### src/rtl/stopwatch_display_pkg.sv
// Shared types and constants for the stopwatch display: FSM states, 7-segment codes, digit slots.
// No logic with latency; seg_encode is purely combinational.
// No flow control; constants only.
package stopwatch_pkg;

  typedef enum logic [1:0] {
    IDLE  = 2'd0,
    CONV  = 2'd1,
    LATCH = 2'd2
  } state_e;

  // Active-low segment patterns, bit order {g,f,e,d,c,b,a}
  localparam logic [6:0] SEG_0     = 7'b1000000;
  localparam logic [6:0] SEG_1     = 7'b1111001;
  localparam logic [6:0] SEG_2     = 7'b0100100;
  localparam logic [6:0] SEG_3     = 7'b0110000;
  localparam logic [6:0] SEG_4     = 7'b0011001;
  localparam logic [6:0] SEG_5     = 7'b0010010;
  localparam logic [6:0] SEG_6     = 7'b0000010;
  localparam logic [6:0] SEG_7     = 7'b1111000;
  localparam logic [6:0] SEG_8     = 7'b0000000;
  localparam logic [6:0] SEG_9     = 7'b0010000;
  localparam logic [6:0] SEG_DASH  = 7'b0111111;
  localparam logic [6:0] SEG_BLANK = 7'b1111111;

  // Display-register digit codes beyond 0-9
  localparam logic [3:0] CODE_DASH  = 4'hA;
  localparam logic [3:0] CODE_BLANK = 4'hF;

  localparam logic [1:0] DIG_SEC_ONES = 2'd0;
  localparam logic [1:0] DIG_SEC_TENS = 2'd1;
  localparam logic [1:0] DIG_MIN_ONES = 2'd2;
  localparam logic [1:0] DIG_MIN_TENS = 2'd3;

  localparam logic [7:0] MIN_MAX = 8'd99;
  localparam logic [7:0] SEC_MAX = 8'd59;

  function automatic logic [6:0] seg_encode(input logic [3:0] code);
    logic [6:0] s;
    case (code)
      4'd0:      s = SEG_0;
      4'd1:      s = SEG_1;
      4'd2:      s = SEG_2;
      4'd3:      s = SEG_3;
      4'd4:      s = SEG_4;
      4'd5:      s = SEG_5;
      4'd6:      s = SEG_6;
      4'd7:      s = SEG_7;
      4'd8:      s = SEG_8;
      4'd9:      s = SEG_9;
      CODE_DASH: s = SEG_DASH;
      default:   s = SEG_BLANK;
    endcase
    return s;
  endfunction

endpackage

### src/rtl/stopwatch_display_if.sv
// Counter-chain to display link: sampled minutes/seconds with a load strobe and busy status.
// Wires only, no latency.
// Producer must not expect a load to be queued while busy is high; such loads are dropped.
interface stopwatch_display_if;
  logic       load;
  logic [7:0] minutes;
  logic [7:0] seconds;
  logic       busy;

  modport master (output load, output minutes, output seconds, input busy);
  modport slave  (input load, input minutes, input seconds, output busy);
endinterface

### src/rtl/stopwatch_display_bin2bcd_seq.sv
// Sequential double-dabble: 8-bit binary to two BCD nibbles (tens/ones), one bit per clock.
// Latency: 8 clocks after start_i; done_o is high during the cycle whose edge completes the 8th shift.
// No backpressure: start_i restarts the engine unconditionally.
module bin2bcd_seq (
  input  logic       clk,
  input  logic       rst_n,
  input  logic       start_i,
  input  logic [7:0] bin_i,
  output logic       done_o,
  output logic [3:0] tens_o,
  output logic [3:0] ones_o
);

  logic [7:0] sh_q, sh_d;
  logic [7:0] bcd_q, bcd_d;
  logic [7:0] bcd_adj;
  logic [2:0] cnt_q;
  logic       run_q;

  always_comb begin
    bcd_adj = bcd_q;
    if (bcd_q[3:0] >= 4'd5) bcd_adj[3:0] = bcd_q[3:0] + 4'd3;
    if (bcd_q[7:4] >= 4'd5) bcd_adj[7:4] = bcd_q[7:4] + 4'd3;
    // Hundreds carry is dropped; out-of-range values are blanked by the caller.
    bcd_d = {bcd_adj[6:0], sh_q[7]};
    sh_d  = {sh_q[6:0], 1'b0};
  end

  assign done_o = run_q && (cnt_q == 3'd7);
  assign tens_o = bcd_q[7:4];
  assign ones_o = bcd_q[3:0];

  always_ff @(posedge clk or negedge rst_n) begin
    if (!rst_n) begin
      sh_q  <= '0;
      bcd_q <= '0;
      cnt_q <= '0;
      run_q <= 1'b0;
    end else if (start_i) begin
      sh_q  <= bin_i;
      bcd_q <= '0;
      cnt_q <= '0;
      run_q <= 1'b1;
    end else if (run_q) begin
      sh_q  <= sh_d;
      bcd_q <= bcd_d;
      cnt_q <= cnt_q + 3'd1;
      if (cnt_q == 3'd7) run_q <= 1'b0;
    end
  end

endmodule

### src/rtl/stopwatch_display.sv
// MM.SS stopwatch display: BCD-converts minutes/seconds on load and scans 4 common-anode digits.
// Latency: display register updates 9 edges after load; an/seg/dp lag digit_idx by one cycle.
// load is accepted only while idle; loads during busy are dropped, not queued.
module stopwatch_display
  import stopwatch_pkg::*;
#(
  parameter int SCAN_DIV = 50000
) (
  input  logic                clk,
  input  logic                rst_n,
  stopwatch_display_if.slave  cnt,
  output logic [3:0]          an,
  output logic [6:0]          seg,
  output logic                dp
);

  localparam int CNT_W = (SCAN_DIV > 2) ? $clog2(SCAN_DIV) : 1;
  localparam logic [CNT_W-1:0] SCAN_LAST = CNT_W'(SCAN_DIV - 1);

  state_e           state_q;
  logic             busy_q;
  logic [7:0]       min_q, sec_q;
  logic [3:0][3:0]  disp_q;
  logic [CNT_W-1:0] scan_cnt_q;
  logic [1:0]       digit_idx_q;
  logic [3:0]       an_q;
  logic [6:0]       seg_q;
  logic             dp_q;

  logic       start;
  logic       min_done, sec_done;
  logic [3:0] min_tens, min_ones, sec_tens, sec_ones;

  assign start    = (state_q == IDLE) && cnt.load;
  assign cnt.busy = busy_q;
  assign an       = an_q;
  assign seg      = seg_q;
  assign dp       = dp_q;

  bin2bcd_seq u_min_bcd (
    .clk    (clk),
    .rst_n  (rst_n),
    .start_i(start),
    .bin_i  (cnt.minutes),
    .done_o (min_done),
    .tens_o (min_tens),
    .ones_o (min_ones)
  );

  bin2bcd_seq u_sec_bcd (
    .clk    (clk),
    .rst_n  (rst_n),
    .start_i(start),
    .bin_i  (cnt.seconds),
    .done_o (sec_done),
    .tens_o (sec_tens),
    .ones_o (sec_ones)
  );

  always_ff @(posedge clk or negedge rst_n) begin
    if (!rst_n) begin
      state_q <= IDLE;
      busy_q  <= 1'b0;
      min_q   <= '0;
      sec_q   <= '0;
      disp_q  <= '0;
    end else begin
      case (state_q)
        IDLE: begin
          if (cnt.load) begin
            min_q   <= cnt.minutes;
            sec_q   <= cnt.seconds;
            busy_q  <= 1'b1;
            state_q <= CONV;
          end
        end
        CONV: begin
          if (min_done && sec_done) state_q <= LATCH;
        end
        LATCH: begin
          // Each field is range-checked on its own raw value
          disp_q[DIG_MIN_TENS] <= (min_q > MIN_MAX) ? CODE_DASH : min_tens;
          disp_q[DIG_MIN_ONES] <= (min_q > MIN_MAX) ? CODE_DASH : min_ones;
          disp_q[DIG_SEC_TENS] <= (sec_q > SEC_MAX) ? CODE_DASH : sec_tens;
          disp_q[DIG_SEC_ONES] <= (sec_q > SEC_MAX) ? CODE_DASH : sec_ones;
          busy_q  <= 1'b0;
          state_q <= IDLE;
        end
        default: begin
          busy_q  <= 1'b0;
          state_q <= IDLE;
        end
      endcase
    end
  end

  // Scan runs free of the FSM, so a display update shows on the current digit at once.
  always_ff @(posedge clk or negedge rst_n) begin
    if (!rst_n) begin
      scan_cnt_q  <= '0;
      digit_idx_q <= DIG_SEC_ONES;
      an_q        <= 4'hF;
      seg_q       <= SEG_BLANK;
      dp_q        <= 1'b1;
    end else begin
      if (scan_cnt_q == SCAN_LAST) begin
        scan_cnt_q  <= '0;
        digit_idx_q <= digit_idx_q + 2'd1;
      end else begin
        scan_cnt_q <= scan_cnt_q + 1'b1;
      end
      an_q  <= ~(4'b0001 << digit_idx_q);
      seg_q <= seg_encode(disp_q[digit_idx_q]);
      dp_q  <= (digit_idx_q != DIG_MIN_ONES);
    end
  end

endmodule

### src/flat_wrapper.sv
// flat-port wrapper written by rule: the top's interface ports become plain ports
module stopwatch_display_flat import stopwatch_pkg::*;
#(
  parameter int SCAN_DIV = 50000
)
  (clk, rst_n, an, seg, dp, cnt_load, cnt_minutes, cnt_seconds, cnt_busy);
  stopwatch_display_if cnt_i ();
  input  logic clk;
  input  logic rst_n;
  output logic [3:0] an;
  output logic [6:0] seg;
  output logic dp;
  input wire logic [$bits(cnt_i.load)-1:0] cnt_load;
  input wire logic [$bits(cnt_i.minutes)-1:0] cnt_minutes;
  input wire logic [$bits(cnt_i.seconds)-1:0] cnt_seconds;
  output wire logic [$bits(cnt_i.busy)-1:0] cnt_busy;
  assign cnt_i.load = cnt_load;
  assign cnt_i.minutes = cnt_minutes;
  assign cnt_i.seconds = cnt_seconds;
  assign cnt_busy = cnt_i.busy;
  stopwatch_display #(.SCAN_DIV(SCAN_DIV)) u_core (.clk(clk), .rst_n(rst_n), .cnt(cnt_i), .an(an), .seg(seg), .dp(dp));
endmodule
### config.mk
export PLATFORM = sky130hd
export DESIGN_NAME = stopwatch_display_flat
export DESIGN_NICKNAME = d
export VERILOG_FILES = /design/src/rtl/stopwatch_display_pkg.sv /design/src/rtl/stopwatch_display_if.sv /design/src/rtl/stopwatch_display_bin2bcd_seq.sv /design/src/rtl/stopwatch_display.sv /design/src/flat_wrapper.sv
export SDC_FILE = /design/constraint.sdc
export NUM_CORES = 1
export LEC_CHECK = 0
export ABC_CLOCK_PERIOD_IN_PS = 1700
export CAP_MARGIN = 0
export CORE_MARGIN = 2
export CORE_UTILIZATION = 57
export DETAILED_ROUTE_END_ITERATION = 7
export DONT_BUFFER_PORTS = 1
export GPL_TIMING_DRIVEN = 0
export PLACE_DENSITY = 0.84
export SLEW_MARGIN = 20
export SYNTH_ARGS = -nofsm -noshare
export SYNTH_HDL_FRONTEND = slang
export SYNTH_SLANG_ARGS = --single-unit
### constraint.sdc
create_clock -name clk -period 1.7 [get_ports clk]
set_clock_uncertainty 0.2 [all_clocks]
set_input_delay 0.17 -clock clk [delete_from_list [all_inputs] [get_ports clk]]
set_output_delay 0.17 -clock clk [all_outputs]
set_load 0.005 [all_outputs]
==> impl_metrics.ini <==
[setup_path]
worst_setup_path_end_kind = flip-flop
critPathSlowestCell = or4b_4
required_ns = 1.76
r2r.worst_path.cells = 4
worstSetupPathType = flip-flop to flip-flop
worstReg2RegStart = u_core.scan_cnt_q[5]
crit_start = u_core.scan_cnt_q[5]
crit_arrival_ns = 1.99
path_max_fanout = 5
critical_path.max_stage_delay_ns = 0.55
start_kind = flip-flop
cp_cell_sequence = or4b_4 -> nor4_4 -> buf_4 -> nor2_1

[layout]
instances_no_fill = 613
areaGrowthSynthToFinish_pct = 20.4
num-nets-final = 544
final_cell_mix = dfrtp_1 (88), nand2_1 (78), nor2_1 (31)
layout_commonest_cell = dfrtp_1
drive_gt1_frac = 0.264
diodes = 0
stdcell_area_um2 = 5710

[timing]
hold_viol_final = 100
whs_ns = -0.713
slew_viol_final = 0
setup_viol = 18
fin_ws_ns = -0.233
grt_setup_unrepaired = true
relSlewSlack = 0.735
period_share = 1.14
min_period_ns = 1.93
worstMarginPinSlew_ns = 0.396
fmax_ghz = 0.517

[placed_design]
hpwl_um = 6220
placed_cell_area_um2 = 4920
io_buffers = 0
routabilityCongestion = 0.818
dp_cells = 562

[routing]
first_pass_iters = 4
antenna_left = 0
drc_errors = 0
vias = 3487
top_layer = met4
via_per_inst = 5.69
wl_met2_um = 5540
wl_um = 10300
drtIter0Drc = 174
wl_met3_um = 453
drt-met1-wl_um = 4170
wl_per_cell_um = 16.8

[floorplan]
rows = 33
start_util = 0.583
core_um2 = 8130
ios = 32
die_h_um = 95.2
dieArea_um2 = 9060
die_w_um = 95.2

[clocking]
clock-sinks = 100
clkSlewWorstSetupHoldPaths_ns = 0.10
root_buffer = clkbuf_8
clock_latency_ns = 0.37
clock_path_buffers = 2
tritoncts = done
holdBufCountCts = 17
numCtsBuffers = 9
htreeDepth = 3

[synth]
syn_avg_cell_area_um2 = 10.4
yosysUniqueCellTypes = 41
synth_seq_cells = 100
synth_flop_cell = dfrtp_1
synthCells = 457
synth-compound-area-share = 0.0842
synth_warnings = 0
syn-num-nets = 498
synth_area_um2 = 4740
synth_top_family_by_area = simple AND/OR/NAND/NOR gates
synth_edf_count = 0
synth_mux_area_frac = 0.0863
ys_async_sr_fraction = 1.00
synth_fa_ha_area_frac = 0.0581
synth_xor_area_frac = 0.0462
synth_simple_gate_area_frac = 0.159
ys_seq_area_frac = 0.531

[hold_path]
hp-class = primary input to asynchronous set/reset pin

[power_and_ir_drop]
power_density_nw_per_um2 = 1260
p_leak_uw = 0.00253
vdd.ir_drop.worst_v = 0.000676

[global_routing]
grt_pass1_wl_um = 16000
grt_pass1_vias = 3535
grtUsageTotal = 0.229
antenna_found_initial = 0
grt_max_degree = 101
grt_overflow = 0

[run_status]
status = complete, but fails checks
failed_checks = negative hold slack, negative setup slack

[run]
cap_viol_max_count = 0
[power by group]
group | leakage, µW | switching, µW | internal (µW)
Clock | 0.0000935 | 846 | 584
Sequential | 0.00127 | 458 | 2910
Combinational | 0.00116 | 1110 | 1260
[flip-flops by register name, summed over array words and instances (netlist names)]
register / flops
u_core.an: 3
u_core.cnt.busy: 1
u_core.digit_idx_q: 2
u_core.disp_q: 16
u_core.dp: 1
u_core.min_q: 6
u_core.scan_cnt_q: 16
u_core.sec_q: 6
u_core.seg: 7
u_core.state_q: 2
u_core.u_min_bcd.bcd_q: 8
u_core.u_min_bcd.cnt_q: 3
u_core.u_min_bcd.run_q: 1
u_core.u_min_bcd.sh_q: 8
u_core.u_sec_bcd.bcd_q: 8
u_core.u_sec_bcd.cnt_q: 3
u_core.u_sec_bcd.run_q: 1
u_core.u_sec_bcd.sh_q: 8
[per-stage QoR]
stage                     hold WS (ns)  total power, µW  utilization  worst slack (ns)  setup TNS, ns
after floorplan                 -0.326             4500            -           -0.0994         -0.977
after global placement          -0.321             4740        0.604            -0.173          -7.15
after detailed placement        -0.322             4890        0.604            -0.234         -11.58
after CTS                       -0.726             6510        0.663            -0.202          -3.13
after global routing            -0.738             7610        0.702            -0.291          -4.74
final                           -0.713             7170        0.702            -0.233          -3.47
[area by class of cell]
type,count,area [µm²]
timing repair buffer,39,343
fill,574,2430
buffer,15,98.8
clock inverter,6,43.8
tap,105,131
inverter,22,85.1
sequential,100,2520
clock buffer,10,138
multi-input combinational,316,2350
[path summary, 6_finish.rpt]
| kind | slack [ns] | end |
|---|---|---|
| worst max register to register | -0.23 | u_core.scan_cnt_q[4] |
| worst max-delay path | -0.23 | u_core.scan_cnt_q[4] |
| worst min register to register | 0.29 | u_core.sec_q[7] |
| worst min-delay path | -0.71 | u_core.u_min_bcd.sh_q[3] |
| min in group clk | 0.26 | u_core.u_min_bcd.sh_q[1] |
| max in group asynchronous | 1.83 | u_core.an[0] |
[worst max-delay path, delay by kind of cell (launching register included)]
| family | cells | cell delay, ns |
|---|---|---|
| flip-flops | 1 | 0.42 |
| AND/OR/NAND/NOR | 3 | 0.98 |
| buffers and inverters | 1 | 0.24 |
[what timing repair did]
| action | in CTS | in global routing |
|---|---|---|
| gates cloned | 1 | 0 |
| endpoints found under the hold margin | 136 | 100 |
| setup buffers | 8 | 13 |
| resized for setup | 32 | 54 |
| pin swaps | 8 | 10 |
| endpoints found under the setup margin | 81 | 71 |
[per-layer routing]
| metal | vias to the layer above | track usage |
|---|---|---|
| met5 | - | 0 |
| met4 | 0 | 0.0556 |
| met3 | 15 | 0.0561 |
| met2 | 100 | 0.414 |
| met1 | 1734 | 0.273 |
| li1 | 1638 | - |
[Yosys cell counts (2+ instances only)]
library cell   n  share of area
o22ai_1        8          0.011
buf_1          2         0.0016
nor2_1        37          0.029
nor2b_1        2         0.0026
nand4_1        6         0.0079
and2_1         4         0.0053
xor2_1         7          0.013
a31oi_1        4         0.0053
a21oi_1       15          0.016
mux2_2         5          0.012
inv_1         22          0.017
nand2_1       81          0.064
dfrtp_1       89           0.47
nand3b_1       2         0.0032
o21ai_1        2         0.0021
nand2b_1       7         0.0092
o31ai_1        6         0.0095
o21ai_0       30          0.032
xnor2_1       18          0.033
clkbuf_1      12         0.0095
mux4_2         5          0.024
nand3_1       12          0.013
or4b_4         2         0.0058
nor3_1         4         0.0042
mux2i_1       24          0.051
ha_1          22          0.058
buf_2          3         0.0032
nor4_1         3         0.0040
dfstp_2       11          0.061
[kinds of logic after synthesis]
family | after synthesis
DFF | 100
xor gates and xnor gates | 25
adders and majority gates | 22
and+or+nand+nor | 165
AOI/OAI and AO/OA | 70
muxes | 34
buffers and inverters | 41
Power figures use the tool's default switching activity.
